$ cat src/rtl/data_mem_loader.sv
// Streams a length-prefixed big-endian word image into the MIPS data-memory init port, holding the CPU in reset until done.
// Optional trailing XOR checksum byte enabled by `define DATA_LOADER_CHECKSUM_EN.
module data_mem_loader #(
  parameter int ADDR_W = 8
) (
  input  logic              clk,
  input  logic              reset,
  input  logic              start,
  input  logic              in_valid,
  input  logic [7:0]        in_data,
  output logic              in_ready,
  output logic              data_init_write_enable,
  output logic [ADDR_W-1:0] data_init_addr,
  output logic [31:0]       data_init_data,
  output logic              cpu_hold,
  output logic              busy,
  output logic              done,
  output logic              error
);

  localparam logic [2:0] S_IDLE  = 3'd0;
  localparam logic [2:0] S_LEN   = 3'd1;
  localparam logic [2:0] S_BYTES = 3'd2;
  localparam logic [2:0] S_WRITE = 3'd3;
  localparam logic [2:0] S_DONE  = 3'd4;
`ifdef DATA_LOADER_CHECKSUM_EN
  localparam logic [2:0] S_CSUM  = 3'd5;
  localparam logic [2:0] S_ERROR = 3'd6;
`endif

  logic [2:0]        state;
  logic [ADDR_W-1:0] lenReg;
  logic [ADDR_W-1:0] wordIdx;
  logic [1:0]        byteCnt;
  logic [23:0]       partial;
  logic              take;
  logic              lastWord;
  logic              canStart;

  assign take     = in_valid && in_ready;
  // N=0 latches as 0, so N-1 wraps to the top index and covers the full 2^ADDR_W image.
  assign lastWord = (wordIdx == lenReg - ADDR_W'(1));

`ifdef DATA_LOADER_CHECKSUM_EN
  logic [7:0] xorAcc;

  assign in_ready = (state == S_LEN) || (state == S_BYTES) || (state == S_CSUM);
  assign error    = (state == S_ERROR);
  assign busy     = (state == S_LEN) || (state == S_BYTES) || (state == S_WRITE) || (state == S_CSUM);
`else
  assign in_ready = (state == S_LEN) || (state == S_BYTES);
  assign error    = 1'b0;
  assign busy     = (state == S_LEN) || (state == S_BYTES) || (state == S_WRITE);
`endif

  assign canStart               = (state == S_IDLE) || (state == S_DONE) || error;
  assign data_init_write_enable = (state == S_WRITE);
  assign done                   = (state == S_DONE);
  assign cpu_hold               = (state != S_DONE);

  always_ff @(posedge clk) begin
    if (reset) begin
      state          <= S_IDLE;
      lenReg         <= '0;
      wordIdx        <= '0;
      byteCnt        <= '0;
      partial        <= '0;
      data_init_addr <= '0;
      data_init_data <= '0;
`ifdef DATA_LOADER_CHECKSUM_EN
      xorAcc         <= '0;
`endif
    end else if (canStart && start) begin
      state   <= S_LEN;
      wordIdx <= '0;
      byteCnt <= '0;
`ifdef DATA_LOADER_CHECKSUM_EN
      xorAcc  <= '0;
`endif
    end else begin
      case (state)
        S_IDLE, S_DONE: ;
        S_LEN: begin
          if (take) begin
            lenReg <= ADDR_W'(in_data);
            state  <= S_BYTES;
          end
        end
        S_BYTES: begin
          if (take) begin
            partial <= {partial[15:0], in_data};
            byteCnt <= byteCnt + 2'd1;
`ifdef DATA_LOADER_CHECKSUM_EN
            xorAcc  <= xorAcc ^ in_data;
`endif
            // Output registers only load here so addr/data stay stable outside WRITE.
            if (byteCnt == 2'd3) begin
              data_init_data <= {partial, in_data};
              data_init_addr <= wordIdx;
              state          <= S_WRITE;
            end
          end
        end
        S_WRITE: begin
          if (lastWord) begin
`ifdef DATA_LOADER_CHECKSUM_EN
            state <= S_CSUM;
`else
            state <= S_DONE;
`endif
          end else begin
            wordIdx <= wordIdx + ADDR_W'(1);
            state   <= S_BYTES;
          end
        end
`ifdef DATA_LOADER_CHECKSUM_EN
        S_CSUM: begin
          if (take) state <= (in_data == xorAcc) ? S_DONE : S_ERROR;
        end
        S_ERROR: ;
`endif
        default: state <= S_IDLE;
      endcase
    end
  end

endmodule

$ cat config.mk
export PLATFORM = sky130hd
export DESIGN_NAME = data_mem_loader
export DESIGN_NICKNAME = d
export VERILOG_FILES = /design/src/rtl/data_mem_loader.sv
export SDC_FILE = /design/constraint.sdc
export NUM_CORES = 1
export LEC_CHECK = 0
export ABC_AREA = 1
export CORE_ASPECT_RATIO = 1.75
export CORE_MARGIN = 3
export CORE_UTILIZATION = 53
export CTS_CLUSTER_DIAMETER = 40
export CTS_CLUSTER_SIZE = 25
export DETAILED_ROUTE_END_ITERATION = 7
export PLACE_DENSITY = 0.79
export SYNTH_ARGS = -nofsm -noshare
export SYNTH_HDL_FRONTEND = slang
export SYNTH_SLANG_ARGS = --single-unit
$ cat constraint.sdc
create_clock -name clk -period 2.5 [get_ports clk]
set_clock_uncertainty 0.1 [all_clocks]
set_input_delay 0.25 -clock clk [delete_from_list [all_inputs] [get_ports clk]]
set_output_delay 0.25 -clock clk [all_outputs]
set_load 0.01 [all_outputs]
After elaboration in Yosys (flattened, before gate mapping)
Index checks and enable logic that the tools add are counted.
Cells by class
  multiplexer cells: 6
  $add $sub $neg: 3
  eq/ne operators: 14
  bitwise gates (word level): 3
  reduce and logical (&&, ||, !) cells: 15
Operators by type and width (count)
  $mux W3: 4
  $pmux W3 S4: 1
  $reduce_and A4 Y1: 3
  $add A8 B1 Y8 const B: 1
  $eq A8 B8 Y1: 1
  $sub A8 B1 Y8 const B: 1
  $eq A3 B2 Y1 const B: 2
  $ne A2 B2 Y1 const B: 3
  $ne A3 B2 Y1 const B: 2
  $reduce_and A3 Y1: 2
  $reduce_and A2 Y1: 2
  $reduce_or A2 Y1: 2
  $eq A3 B1 Y1 const B: 1
  $eq A3 B3 Y1 const B: 1
  $logic_not A3 Y1: 1
  $logic_or A1 B1 Y1: 3
  $ne A3 B1 Y1 const B: 1
  $ne A3 B3 Y1 const B: 1
  $not A1 Y1: 3
  $add A2 B1 Y2 const B: 1
  $eq A2 B2 Y1 const B: 1
  $logic_and A1 B1 Y1: 2
  $ne A2 B1 Y1 const B: 1
  $mux W1: 1
Storage, ports and cells
  logic and storage cells: 49
  bits in registers: 85

Depth between registers and ports, before layout
  word-level depth: 6
  mapped depth: 13
  gate-level depth less buffers: 13

Worst setup path after synthesis
OpenSTA, ideal clock, no wires.
  path kind: flip-flop to flip-flop
  from: reg lenReg[0]
  to: reg state[1]
  library setup time: 109 ps
  buffers on the path: 0
  required time: 2291 ps
  slack: 716 ps
  period minus slack after synthesis: 1784 ps
  cell stages (with the launch flop): 14
  arrival time: 1575 ps
  path through: dfxtp_1 > inv_2 > ha_1 > or2_1 > nand2_1 > nand2_1 > nand2_1 > nand3_1 > nor2_2 > nand2_4 > nand2_8 > nand3_1 > nand2_1 > inv_1
Between the ends
  word-level cells in the longest chain between the ends: 4
RTL lines
  start, declared: line 32  | logic [ADDR_W-1:0] lenReg;
  start signal, assigned: line 85  | lenReg <= ADDR_W'(in_data);
  $sub A8 B1 Y8: line 42  | assign lastWord = (wordIdx == lenReg - ADDR_W'(1));
  $eq A8 B8 Y1: line 42
  $mux W3: line 105  | if (lastWord) begin
  $pmux W3 S4: line 81  | case (state)
  end signal, assigned: line 86  | state <= S_BYTES;
  end signal, assigned: line 109  | state <= S_DONE;
  end signal, assigned: line 113  | state <= S_BYTES;
  end, declared: line 31  | logic [2:0] state;
Every way passes these cells.
A chain may end at the register's enable or synchronous reset.

Final worst setup path
  from: reg state[0]
  to: out busy
Between the ends
  word-level cells in the longest chain between the ends: 3
RTL lines
  start signal, assigned: line 63  | state <= S_IDLE;
  start signal, assigned: line 74  | state <= S_LEN;
  start signal, assigned: line 86
  $eq A3 B1 Y1 or $eq A3 B2 Y1 (tied branches): line 53  | assign busy = (state == S_LEN) || (state == S_BYTES) || (state == S_WRITE);
  $logic_or A1 B1 Y1: line 53
  $logic_or A1 B1 Y1 *: line 53
  end, declared: line 16  | output logic busy,
Mark *: on every way between the ends. The rest lies on a longest branch, timed or not.

==> summary.md <==
| Metric | Value |
|---|---|
| Status | finished clean |
| Post-CTS Setup Repair Bufs | 0 |
| TritonCTS Buffers | 9 |
| Placed Cells | 587 |
| Nets | around 530 |
| VDD IR-drop max | 446.8 µV |
| Vias per Instance | 5.388 |
| RSZ-0062 raised after global routing | no |
| Clock Path Buffers | 2 |
| Share of layout cells above drive strength 1 | 0.06310 |
| Resize count post-CTS | 0 |
| H-tree depth | 3 |
| DPL Wire Length | 6.155 mm |
| Site Rows | 38 |
| Worst endpoint required time | 2.15 ns |
| Final Critical Period | 2.147 ns |
| Worst reg2reg path endpoint | wordIdx[2]$_SDFFE_PP0P_ |
| # hold bufs at CTS | 0 |
| R2r setup slk | between 0.5 and 0.6 ns |
| Seq cells post-synth | 85 |
| Setup Total Neg Slack | 0 ns |
| Main flop type after synthesis | dfxtp_1 |
| CTS tree | yes |
| Mapped Area | 0.003553 mm² |
| IO Pins | 58 |
| Area after DPL | 0.004106 mm² |
| RePlAce Congestion | 0.9414 |
| Final hold viol count | 0 |
| Port Buf Inserts | 56 |
| Endpoints failing setup | 0 |
| Die area | 0.007762 mm² |
| Gate Count Post-Synth | between 400 and 500 |
| Pin count of the biggest net entering global routing | 54 |
| Avg Inst Size Synth | 7.481 µm² |
| Max-Cap Viols | 0 |
| Diodes inserted | 0 |
| CTS Sinks | 85 |
| Post-synth EDFFs | 0 |
| CP endpoint kind | output port |
| Hold Crit Depth | 2 |
| Final core occ | 0.6762 |
| Worst hold path endpoint | data_init_data[24]$_SDFFE_PP0P_ |
| Max-slew headroom | 0.6223 |
| FF-to-FF Start | lenReg[0]$_SDFFE_PP0P_ |
| Syn Nets | 490 |
| Crit path max fanout | 5 |
| Dpl ws | roughly 0.43 ns |
| Total track usage | 0.2438 |
| Average wire per standard cell | 14.34 µm |
| Fmax | 465.8 MHz |
| Distinct cells, synth | 25 |
| Vias in the first global route | about 3,200 |
| Via count of the routed design | 3,249 |
| Final Max Tran Viols | 0 |
| Hold Crit Start | data_init_data[24]$_SDFFE_PP0P_ |
| Initial antenna violation count | 0 |
| CTS clk-pin slew, worst paths | 0.08 ns |
| Starting DRT DRC Count | 210 |
| Period utilisation layout | 0.8587 |
| Gr ovfl total | 0 |
| First-pass DRT Iterations | 4 |
| Detail Route Antenna Nets | 0 |
| Measured slew at the worst slew-check pin | 0.5659 ns |
| Die Wd | approximately 68 µm |
| Register area share after synthesis | 0.4789 |
| CORE AREA | 0.006371 mm² |
| Asr flop ratio synth | 0 |
| Final wirelength | 8.649 mm |
| CP startpoint kind | register |
| Die height | 114.3 µm |
| Crit Path Category | register to output port |
| Non-Filler Instances | 603 |
| Pwr Density | slightly above 700 mW/mm² |
| Post-route cell area | ~0.0043 mm² |
| P_leak | between 1.5 and 2 nW |
| First-pass GRT wire length | 14.41 mm |
| Hold WC Path Type | register to register |
| Initial Util | 0.5577 |
| FILL cells | 575 |
| Setup WS post-layout | 0.3532 ns |
| Area growth syn-to-layout | 21.23% |
| DRC Markers | 0 |
| Yosys warning count | 0 |
| Total Power | between 3 and 4 mW |
| Worst-Skew Late Latency | 0.35 ns |
| Worst hold slack | ~0.37 ns |
| Worst r2r path cells | 12 |
| Arr. time, crit path | approximately 1.8 ns |
| Clk root buf | clkbuf_8 |
[flip-flops by register name, summed over array words and instances (netlist names)]
signal          cells
state               3
partial            24
data_init_addr      8
wordIdx             8
lenReg              8
byteCnt             2
data_init_data     32
[metal layers]
metal,wire length [µm],up-vias,global-route usage
met5,0,-,0
met4,342,0,0.1222
met3,326,31,0.04912
met2,4737,84,0.4320
met1,3241,1492,0.2649
li1,-,1642,-
[worst max-delay path by stage]
stage | startpoint | to | slack (ns) | cells after the start
6_report | state[0]$_SDFFE_PP0P_ | busy | 0.35 | 7
3_5_place_dp | in_valid | partial[9]$_SDFFE_PP0P_ | 0.43 | 6
2_1_floorplan | lenReg[0]$_SDFFE_PP0P_ | state[1]$_SDFFE_PP0P_ | 0.72 | 13
3_3_place_gp | in_valid | partial[9]$_SDFFE_PP0P_ | 0.47 | 6
5_1_grt | state[1]$_SDFFE_PP0P_ | busy | 0.23 | 7
4_1_cts | state[1]$_SDFFE_PP0P_ | busy | 0.35 | 7
[Yosys cell counts, types with 3 or more instances]
| cell | n | area share |
|---|---|---|
| a211oi_1 | 8 | 0.017 |
| a21oi_1 | 71 | 0.10 |
| buf_2 | 3 | 0.0042 |
| buf_4 | 7 | 0.015 |
| clkbuf_1 | 20 | 0.021 |
| dfxtp_1 | 85 | 0.48 |
| ha_1 | 3 | 0.011 |
| inv_1 | 33 | 0.035 |
| inv_2 | 3 | 0.0032 |
| nand2_1 | 99 | 0.10 |
| nand3_1 | 59 | 0.083 |
| nor2_1 | 35 | 0.037 |
| nor2_2 | 4 | 0.0070 |
| nor3_1 | 3 | 0.0042 |
| o21ai_0 | 25 | 0.035 |
| xnor2_1 | 4 | 0.0099 |
| xor2_1 | 5 | 0.012 |
[worst max-delay path: stages, from the launching register on]
cell and delay (ns):
dfxtp_1 0.40, inv_1 0.08, nor3_1 0.15, inv_1 0.10, nand2_1 0.08, inv_1 0.06
nand2_1 0.05, clkdlybuf4s50_1 0.52
[area by class of cell]
cell class	count	area (µm²)	area share
inverter	36	135.1	0.03137
clock buffer	11	141.4	0.03282
tap	80	100.1	0.02324
multi-input combinational	322	1554	0.3607
sequential	85	1702	0.3950
clock inverter	5	60.06	0.01394
timing repair buffer	64	615.6	0.1429
[power breakdown]
part / internal [mW] / switching, mW / total, mW / leakage (nW)
clock network: 0.491 / 0.480 / 0.971 / 0.0995
logic: 0.228 / 0.392 / 0.620 / 0.801
registers: 1.43 / 0.0660 / 1.50 / 0.687
total: 2.15 / 0.939 / 3.09 / 1.59
[cells in the final DEF, fill, tap and decap left out, drive strengths merged, types with 4 or more instances in the layout]
cell           Yosys  routed
nand2            101     101
dfxtp             85      85
a21oi             71      71
nand3             59      59
clkdlybuf4s50      0      55
nor2              39      39
inv               36      36
o21ai             25      25
clkbuf            21      11
buf               11       9
a211oi             8       8
xor2               5       5
xnor2              4       4
[logic make-up after synthesis]
kind of cell    count (synthesis)  share of synthesized area
simple gates                  204                     0.2482
compound gates                105                     0.1539
flops                          85                     0.4789
buf+inv                        68                    0.08521
xor+xnor                        9                    0.02218
fa+ha+maj                       3                    0.01056
other cells                     1                   0.001055
No activity file was read; power rests on OpenSTA's default activity.
